### config.mk
export PLATFORM = sky130hd
export DESIGN_NAME = io_uart_responder
export DESIGN_NICKNAME = d
export VERILOG_FILES = /design/src/rtl/io_uart_responder_pkg.sv /design/src/rtl/io_uart_responder_sync_fifo.sv /design/src/rtl/io_uart_responder.sv
export SDC_FILE = /design/constraint.sdc
export NUM_CORES = 1
export LEC_CHECK = 0
export BUFFER_PORTS_ARGS = -buffer_cell sky130_fd_sc_hd__clkbuf_2
export CAP_MARGIN = 0
export CORE_ASPECT_RATIO = 2
export CORE_MARGIN = 1
export CORE_UTILIZATION = 45
export DETAILED_ROUTE_END_ITERATION = 10
export PLACE_DENSITY = 0.65
export SYNTH_ARGS = -nofsm -noshare
export SYNTH_HDL_FRONTEND = slang
export SYNTH_SLANG_ARGS = --single-unit
export TNS_END_PERCENT = 1
### constraint.sdc
create_clock -name clk -period 5.9 [get_ports clk]
set_input_delay 0.59 -clock clk [delete_from_list [all_inputs] [get_ports clk]]
set_output_delay 0.59 -clock clk [all_outputs]
set_load 0.01 [all_outputs]
### src/rtl/io_uart_responder_pkg.sv
// Shared register map, status bit positions and FSM state type for the
// memory-mapped UART responder.
package io_uart_responder_pkg;

  localparam logic [15:0] IO_UART_STATUS = 16'h0000;
  localparam logic [15:0] IO_UART_RX     = 16'h0004;
  localparam logic [15:0] IO_UART_TX     = 16'h0008;
  localparam logic [15:0] IO_UART_DIV    = 16'h000C;

  localparam int STATUS_RX_AVAIL    = 0;
  localparam int STATUS_TX_READY    = 1;
  localparam int STATUS_RX_OVERRUN  = 2;
  localparam int STATUS_FRAMING_ERR = 3;

  localparam logic [2:0] UART_LAST_BIT = 3'd7;

  typedef enum logic [1:0] {
    UART_IDLE,
    UART_START,
    UART_DATA,
    UART_STOP
  } uart_state_t;

  // A bit period shorter than two clocks leaves no room for a mid-bit sample.
  function automatic logic [15:0] clamp_divisor(input logic [15:0] value);
    return (value < 16'd2) ? 16'd2 : value;
  endfunction

endpackage

### src/rtl/io_uart_responder_sync_fifo.sv
// Synchronous FIFO with show-ahead head; a push while full is dropped unless
// a pop happens in the same cycle.
module sync_fifo #(
  parameter int WIDTH = 8,
  parameter int DEPTH = 8
) (
  input  logic             clk,
  input  logic             reset,
  input  logic             push,
  input  logic             pop,
  input  logic [WIDTH-1:0] data_in,
  output logic [WIDTH-1:0] head,
  output logic             empty,
  output logic             full
);

  localparam int AW = $clog2(DEPTH);

  logic [WIDTH-1:0] mem [DEPTH];
  logic [AW:0]      wr_ptr;
  logic [AW:0]      rd_ptr;
  logic             do_push;
  logic             do_pop;

  assign empty   = (wr_ptr == rd_ptr);
  assign full    = (wr_ptr[AW] != rd_ptr[AW]) && (wr_ptr[AW-1:0] == rd_ptr[AW-1:0]);
  assign do_pop  = pop && !empty;
  assign do_push = push && (!full || do_pop);
  assign head    = mem[rd_ptr[AW-1:0]];

  // NOTE: sequential state uses non-blocking (<=) so every flop samples pre-edge values.
  always_ff @(posedge clk or posedge reset) begin
    if (reset) begin
      wr_ptr <= '0;
      rd_ptr <= '0;
    end else begin
      if (do_push) wr_ptr <= wr_ptr + (AW+1)'(1);
      if (do_pop)  rd_ptr <= rd_ptr + (AW+1)'(1);
    end
  end

  // NOTE: storage is deliberately not reset; the pointers alone define validity.
  always_ff @(posedge clk) begin
    if (do_push) mem[wr_ptr[AW-1:0]] <= data_in;
  end

endmodule

### src/rtl/io_uart_responder.sv
// IO-bus UART responder: STATUS/RX/TX/DIVISOR registers, buffered 8N1
// transmitter and receiver, combinational read data.
module io_uart_responder
  import io_uart_responder_pkg::*;
#(
  parameter logic [15:0] BASE_ADDRESS  = 16'h0000,
  parameter int          FIFO_DEPTH    = 8,
  parameter logic [15:0] DIVISOR_RESET = 16'd434
) (
  input  logic        clk,
  input  logic        reset,
  input  logic        io_write_en,
  input  logic        io_read_en,
  input  logic [31:0] io_address,
  input  logic [31:0] io_write_data,
  output logic [31:0] io_read_data,
  output logic        uart_tx,
  input  logic        uart_rx
);

  logic [15:0] offset;
  logic        wr_status, wr_tx, wr_div, rd_rx;
  logic [15:0] divisor;
  logic        rx_overrun, framing_err;
  logic [3:0]  status_bits;
  logic        unused_bits;

  logic [7:0]  tx_head, rx_head;
  logic        tx_empty, tx_full, rx_empty, rx_full;
  logic        tx_pop, rx_pop;

  uart_state_t tx_state, tx_state_d;
  logic [15:0] tx_cnt, tx_cnt_d, tx_len, tx_len_d;
  logic [2:0]  tx_idx, tx_idx_d;
  logic [7:0]  tx_shift, tx_shift_d;

  logic        rx_meta, rx_sync;
  uart_state_t rx_state, rx_state_d;
  logic [15:0] rx_cnt, rx_cnt_d, rx_len, rx_len_d;
  logic [2:0]  rx_idx, rx_idx_d;
  logic [7:0]  rx_shift, rx_shift_d;
  logic        rx_armed, rx_armed_d;
  logic        rx_stop_ok, rx_stop_bad, rx_overrun_set;

  assign unused_bits = &{1'b0, io_address[31:16], io_write_data[31:16]};

  assign offset    = io_address[15:0] - BASE_ADDRESS;
  assign wr_status = io_write_en && (offset == IO_UART_STATUS);
  assign wr_tx     = io_write_en && (offset == IO_UART_TX);
  assign wr_div    = io_write_en && (offset == IO_UART_DIV);
  assign rd_rx     = io_read_en  && (offset == IO_UART_RX);
  assign rx_pop    = rd_rx && !rx_empty;

  // NOTE: every always_comb output gets a default first so no latch is inferred.
  always_comb begin
    status_bits                     = '0;
    status_bits[STATUS_RX_AVAIL]    = !rx_empty;
    status_bits[STATUS_TX_READY]    = !tx_full;
    status_bits[STATUS_RX_OVERRUN]  = rx_overrun;
    status_bits[STATUS_FRAMING_ERR] = framing_err;
  end

  always_comb begin
    io_read_data = '0;
    if (io_read_en) begin
      case (offset)
        IO_UART_STATUS: io_read_data = {28'd0, status_bits};
        IO_UART_RX:     io_read_data = rx_empty ? 32'd0 : {24'd0, rx_head};
        IO_UART_DIV:    io_read_data = {16'd0, divisor};
        default:        io_read_data = '0;
      endcase
    end
  end

  // A set in the same cycle as a write-1-clear wins.
  always_ff @(posedge clk or posedge reset) begin
    if (reset) begin
      divisor     <= DIVISOR_RESET;
      rx_overrun  <= 1'b0;
      framing_err <= 1'b0;
    end else begin
      if (wr_div) divisor <= clamp_divisor(io_write_data[15:0]);
      rx_overrun  <= rx_overrun_set ||
                     (rx_overrun && !(wr_status && io_write_data[STATUS_RX_OVERRUN]));
      framing_err <= rx_stop_bad ||
                     (framing_err && !(wr_status && io_write_data[STATUS_FRAMING_ERR]));
    end
  end

  sync_fifo #(.WIDTH(8), .DEPTH(FIFO_DEPTH)) u_tx_fifo (
    .clk(clk), .reset(reset), .push(wr_tx), .pop(tx_pop),
    .data_in(io_write_data[7:0]), .head(tx_head), .empty(tx_empty), .full(tx_full)
  );

  sync_fifo #(.WIDTH(8), .DEPTH(FIFO_DEPTH)) u_rx_fifo (
    .clk(clk), .reset(reset), .push(rx_stop_ok), .pop(rx_pop),
    .data_in(rx_shift), .head(rx_head), .empty(rx_empty), .full(rx_full)
  );

  // Transmitter: the bit length is relatched from divisor at every bit boundary.
  always_comb begin
    tx_state_d = tx_state;
    tx_cnt_d   = tx_cnt;
    tx_len_d   = tx_len;
    tx_idx_d   = tx_idx;
    tx_shift_d = tx_shift;
    tx_pop     = 1'b0;
    case (tx_state)
      UART_IDLE: begin
        if (!tx_empty) begin
          tx_pop     = 1'b1;
          tx_shift_d = tx_head;
          tx_state_d = UART_START;
          tx_cnt_d   = '0;
          tx_len_d   = divisor;
        end
      end
      default: begin
        if (tx_cnt == tx_len - 16'd1) begin
          tx_cnt_d = '0;
          tx_len_d = divisor;
          case (tx_state)
            UART_START: begin
              tx_state_d = UART_DATA;
              tx_idx_d   = '0;
            end
            UART_DATA: begin
              tx_shift_d = {1'b0, tx_shift[7:1]};
              if (tx_idx == UART_LAST_BIT) tx_state_d = UART_STOP;
              else                         tx_idx_d   = tx_idx + 3'd1;
            end
            default: begin
              tx_state_d = UART_IDLE;
              tx_idx_d   = '0;
            end
          endcase
        end else begin
          tx_cnt_d = tx_cnt + 16'd1;
        end
      end
    endcase
  end

  always_ff @(posedge clk or posedge reset) begin
    if (reset) begin
      tx_state <= UART_IDLE;
      tx_cnt   <= '0;
      tx_len   <= DIVISOR_RESET;
      tx_idx   <= '0;
      tx_shift <= '0;
    end else begin
      tx_state <= tx_state_d;
      tx_cnt   <= tx_cnt_d;
      tx_len   <= tx_len_d;
      tx_idx   <= tx_idx_d;
      tx_shift <= tx_shift_d;
    end
  end

  // Decoded straight from state so reset forces the line high without a clock.
  always_comb begin
    case (tx_state)
      UART_START: uart_tx = 1'b0;
      UART_DATA:  uart_tx = tx_shift[0];
      default:    uart_tx = 1'b1;
    endcase
  end

  always_ff @(posedge clk or posedge reset) begin
    if (reset) begin
      rx_meta <= 1'b1;
      rx_sync <= 1'b1;
    end else begin
      rx_meta <= uart_rx;
      rx_sync <= rx_meta;
    end
  end

  // Receiver: after a bad stop bit the line must be seen high before rearming.
  always_comb begin
    rx_state_d  = rx_state;
    rx_cnt_d    = rx_cnt;
    rx_len_d    = rx_len;
    rx_idx_d    = rx_idx;
    rx_shift_d  = rx_shift;
    rx_armed_d  = rx_armed;
    rx_stop_ok  = 1'b0;
    rx_stop_bad = 1'b0;
    case (rx_state)
      UART_IDLE: begin
        if (rx_sync) begin
          rx_armed_d = 1'b1;
        end else if (rx_armed) begin
          rx_state_d = UART_START;
          rx_cnt_d   = '0;
          rx_len_d   = divisor;
        end
      end
      UART_START: begin
        if (rx_cnt == (rx_len >> 1) - 16'd1) begin
          rx_cnt_d   = '0;
          rx_len_d   = divisor;
          rx_idx_d   = '0;
          rx_state_d = rx_sync ? UART_IDLE : UART_DATA;
        end else begin
          rx_cnt_d = rx_cnt + 16'd1;
        end
      end
      UART_DATA: begin
        if (rx_cnt == rx_len - 16'd1) begin
          rx_cnt_d   = '0;
          rx_len_d   = divisor;
          rx_shift_d = {rx_sync, rx_shift[7:1]};
          if (rx_idx == UART_LAST_BIT) rx_state_d = UART_STOP;
          else                         rx_idx_d   = rx_idx + 3'd1;
        end else begin
          rx_cnt_d = rx_cnt + 16'd1;
        end
      end
      default: begin
        if (rx_cnt == rx_len - 16'd1) begin
          rx_cnt_d    = '0;
          rx_idx_d    = '0;
          rx_state_d  = UART_IDLE;
          rx_armed_d  = rx_sync;
          rx_stop_ok  = rx_sync;
          rx_stop_bad = !rx_sync;
        end else begin
          rx_cnt_d = rx_cnt + 16'd1;
        end
      end
    endcase
  end

  assign rx_overrun_set = rx_stop_ok && rx_full && !rx_pop;

  always_ff @(posedge clk or posedge reset) begin
    if (reset) begin
      rx_state <= UART_IDLE;
      rx_cnt   <= '0;
      rx_len   <= DIVISOR_RESET;
      rx_idx   <= '0;
      rx_shift <= '0;
      rx_armed <= 1'b1;
    end else begin
      rx_state <= rx_state_d;
      rx_cnt   <= rx_cnt_d;
      rx_len   <= rx_len_d;
      rx_idx   <= rx_idx_d;
      rx_shift <= rx_shift_d;
      rx_armed <= rx_armed_d;
    end
  end

  a_no_simultaneous_rw: assert property (@(posedge clk) disable iff (reset)
    !(io_read_en && io_write_en));

endmodule
==> summary.md <==
| Metric | Value |
|---|---|
| Post-CTS Resized | `0` |
| Worst path depth | `10` |
| Cell taking the most area after synthesis | `edfxtp_1` |
| Longest Clk Path Bufs | `3` |
| Int Power | `roughly 3100 uW` |
| DP Cell Count | `between 1000 and 1500` |
| Crit-path max cell delay | `620 ps` |
| PwrDens | `301 nW/um^2` |
| Final-report max-slew violation count | `0` |
| Hold WC Path Type | `primary input to flop` |
| Core box area | `27700 sq um` |
| CTS Hold Bufs | `0` |
| Hold Startpoint | `uart_rx` |
| Total track usage | `0.190` |
| Die ar. | `between 20000 and 30000 sq um` |
| CP arrival | `4820 ps` |
| Count of different cell masters after synthesis | `69` |
| Reg2Reg Depth | `10` |
| Post-Synthesis Cell Area | `~13000 sq um` |
| Vias in the first global route | `8121` |
| Io pins | `slightly above 100` |
| Ys Warns | `0` |
| Final wirelength | `26500 microns` |
| Fin crit period | `4670 ps` |
| CP Cell Sequence | `inv_1 -> ha_1 -> or4b_1 -> nand4bb_1 -> or3_1 -> a221o_1 -> nor4b_1 -> nand4_1 -> or2_2 -> nor2_1` |
| Synth area leaders | `edfxtp_1 (30%), dfrtp_1 (21%), mux4_2 (5.7%), mux2_2 (4.4%), dfstp_2 (3.7%)` |
| Overflow left after global routing | `0` |
| Worst path slowest cell | `or4b_1` |
| GP Congestion | `0.858` |
| Initial antenna violation count | `0` |
| Syn Inst Count | `a little over 1000` |
| Non-filler cells, final | `between 1000 and 1500` |
| Crit path launch | `rx_len[1]` |
| Final setup viols | `0` |
| Per-cell routed wire length | `18.7 microns` |
| Worst R2R End | `u_rx_fifo.mem[5][2]` |
| Clock power frac | `0.355` |
| Post-synth top area share | `0.303` |
| Main synth FF type | `edfxtp_1` |
| Reg power frac | `0.490` |
| CTS buffer count | `23` |
| Worst-margin pin slew | `around 1200 ps` |
| Delay-heaviest family, CP | `simple AND/OR/NAND/NOR gates` |
| Critical path class | `flop to flop` |
| # diodes | `0` |
| Via count | `between 7000 and 8000` |
| Buf/Inv on CP | `1` |
| Area of placed instances | `about 13000 sq um` |
| Clock skew | `13.8 ps` |
| VDD IR max | `0.000284 V` |
| RSZ-0062 raised after global routing | `false` |
| CTS root buf | `clkbuf_16` |
| Max_slew headroom | `0.223` |
| Largest net degree at the start of global routing | `91` |
| Worst Path Required | `6060 ps` |
| # H-tree levels | `1` |
| Die width | `121 microns` |
| CP max FO | `8` |
| Post-synth EDFFs | `128` |
| End point of the critical path | `u_rx_fifo.mem[5][2]` |
| Mapped Avg Cell Area | `approximately 13 sq um` |
| Clock transition at path regs | `about 60 ps` |
| Final HPWL DP | `19000 microns` |
| Pleak | `between 0.005 and 0.006 uW` |
| DRC | `0` |
| Critical path launch point type | `flop` |
| PortBufs | `53` |
| Num rows | `86` |
| NetSw | `1120 uW` |
| Clk_lat worst skew | `about 530 ps` |
| Fin. Hold Viols | `0` |
| Die H | `240 microns` |
| Synth async-reset ratio | `0.498` |
| Initial core utilization | `0.459` |
| Sum of negative setup slack | `0 ps` |
| Nets@finish | `between 1000 and 1500` |
| First-pass GRT wire length | `approximately 42000 microns` |
| FF+latch count, synth | `255` |
| P&R area growth vs syn | `10.3%` |
| Status | `completed` |
| Post-DRT Antenna Nets | `0` |
| Combinational share of power | `0.155` |
| Crit share post-route | `0.791` |
| Via-per-instance ratio | `5.63` |
| Worst Setup End Kind | `flop` |
| Reg2reg setup slack | `1230 ps` |
| Final Hold Slack | `146 ps` |
| Starting DRT DRC Count | `around 300` |
| MaxCap Viol Count | `0` |
| Net Sw Frac | `0.265` |
| Sequential cell area fraction in the yosys report | `0.554` |
| Clock sink total | `255` |
| Max Freq | `0.214 GHz` |
| RR Startpoint | `rx_len[1]` |
| Layout cells sized above 1 | `0.209` |
| Final instance area | `14000 sq um` |
| CTS tree | `built` |
| Setup Buffers After CTS | `0` |
| Router iterations before antenna repair | `4` |
layout by cell type (no fill, tap or decap), types with 6 or more instances in the layout:
cell type | Yosys | layout
xor2_1 | 42 | 42
nand3_1 | 26 | 26
mux2_1 | 17 | 17
a21o_1 | 14 | 14
nor2_1 | 73 | 73
dfstp_2 | 18 | 18
xnor2_1 | 51 | 51
nor3_1 | 21 | 20
and3_1 | 21 | 21
conb_1 | 1 | 16
clkbuf_2 | 1 | 53
inv_1 | 27 | 26
nor4b_1 | 7 | 7
mux2_2 | 50 | 50
dfrtp_1 | 109 | 109
nand2_1 | 55 | 55
clkbuf_16 | 0 | 23
clkinv_2 | 0 | 6
nand4_1 | 18 | 18
nor3b_1 | 21 | 21
nor2b_1 | 6 | 6
edfxtp_1 | 128 | 128
ha_1 | 20 | 20
mux2i_1 | 25 | 25
buf_4 | 16 | 17
o21ai_0 | 35 | 34
a21oi_1 | 19 | 19
or4_1 | 8 | 8
nor4_1 | 17 | 17
mux4_2 | 32 | 32
worst min path at each step:
stage | endpoint | slack [ps] | depth (start not counted)
detailed placement | rx_sync | 350 | 0
finish | rx_meta | 150 | 1
global route | rx_meta | 120 | 1
CTS | rx_meta | 120 | 1
global placement | rx_sync | 350 | 0
floorplan | rx_sync | 350 | 0
Yosys cell counts, drive strengths merged, types with 27 or more instances:
cell	count
xor2	42
xnor2	51
clkbuf	40
edfxtp	128
mux4	32
buf	31
dfrtp	109
nor2	73
o21ai	36
mux2	67
inv	27
nand2	55
layer usage:
layer | up-vias | part of all wire | track usage
met5 | - | 0 | 0
met4 | 0 | 0.047 | 0.0961
met3 | 66 | 0.031 | 0.0214
met2 | 174 | 0.54 | 0.355
met1 | 3978 | 0.38 | 0.208
li1 | 3760 | - | -
sequential cells by signal, summed over array words and instances (netlist names), 2 cells and up:
signal	count
u_tx_fifo.rd_ptr	4
tx_state	2
u_tx_fifo.mem	64
tx_shift	8
divisor	16
rx_state	2
u_rx_fifo.mem	64
tx_idx	3
rx_idx	3
u_tx_fifo.wr_ptr	4
u_rx_fifo.wr_ptr	4
tx_len	16
u_rx_fifo.rd_ptr	4
rx_cnt	16
rx_len	16
tx_cnt	16
rx_shift	8
layout make-up:
class | count | area, sq um
Timing Repair Buffer | 70 | 393
Sequential cell | 255 | 7040
Fill cell | 2403 | 13600
Clock buffer | 31 | 636
Tap cell | 352 | 440
Clock inverter | 11 | 114
Multi-Input combinational cell | 672 | 5280
Inverter | 27 | 106
cells by family after synthesis:
group                      share of synthesized area
AOI/OAI and AO/OA                             0.0651
xor gates and xnor gates                      0.0641
adders and majority gates                     0.0197
buffers and inverters                         0.0348
DFF                                            0.554
muxes                                          0.136
other                                       0.000295
and+or+nand+nor                                0.126
through the flow:
step	utilization	power, uW	setup WS, ps
final	0.507	4230	1230
after global routing	0.507	4410	1020
after CTS	0.507	4280	1210
after detailed placement	0.480	2770	1250
after global placement	0.480	2750	1300
after floorplan	-	2610	1500
power groups by stage:
stage	Sequential [uW]	Clock, uW	Combinational [uW]
floorplan	2040	0	576
global placement	2100	0	650
detailed placement	2100	0	666
CTS	2070	1550	668
global route	2080	1600	731
finish	2070	1500	654
worst reg2reg max path, delay by kind of cell, from the launching register on:
kind            cells  cell delay [ps]
simple gates        7             3020
flops               1              420
compound gates      1              390
fa+ha+maj           1              330
buf+inv             1              150
Note: power is estimated with default switching activity, not from simulation.
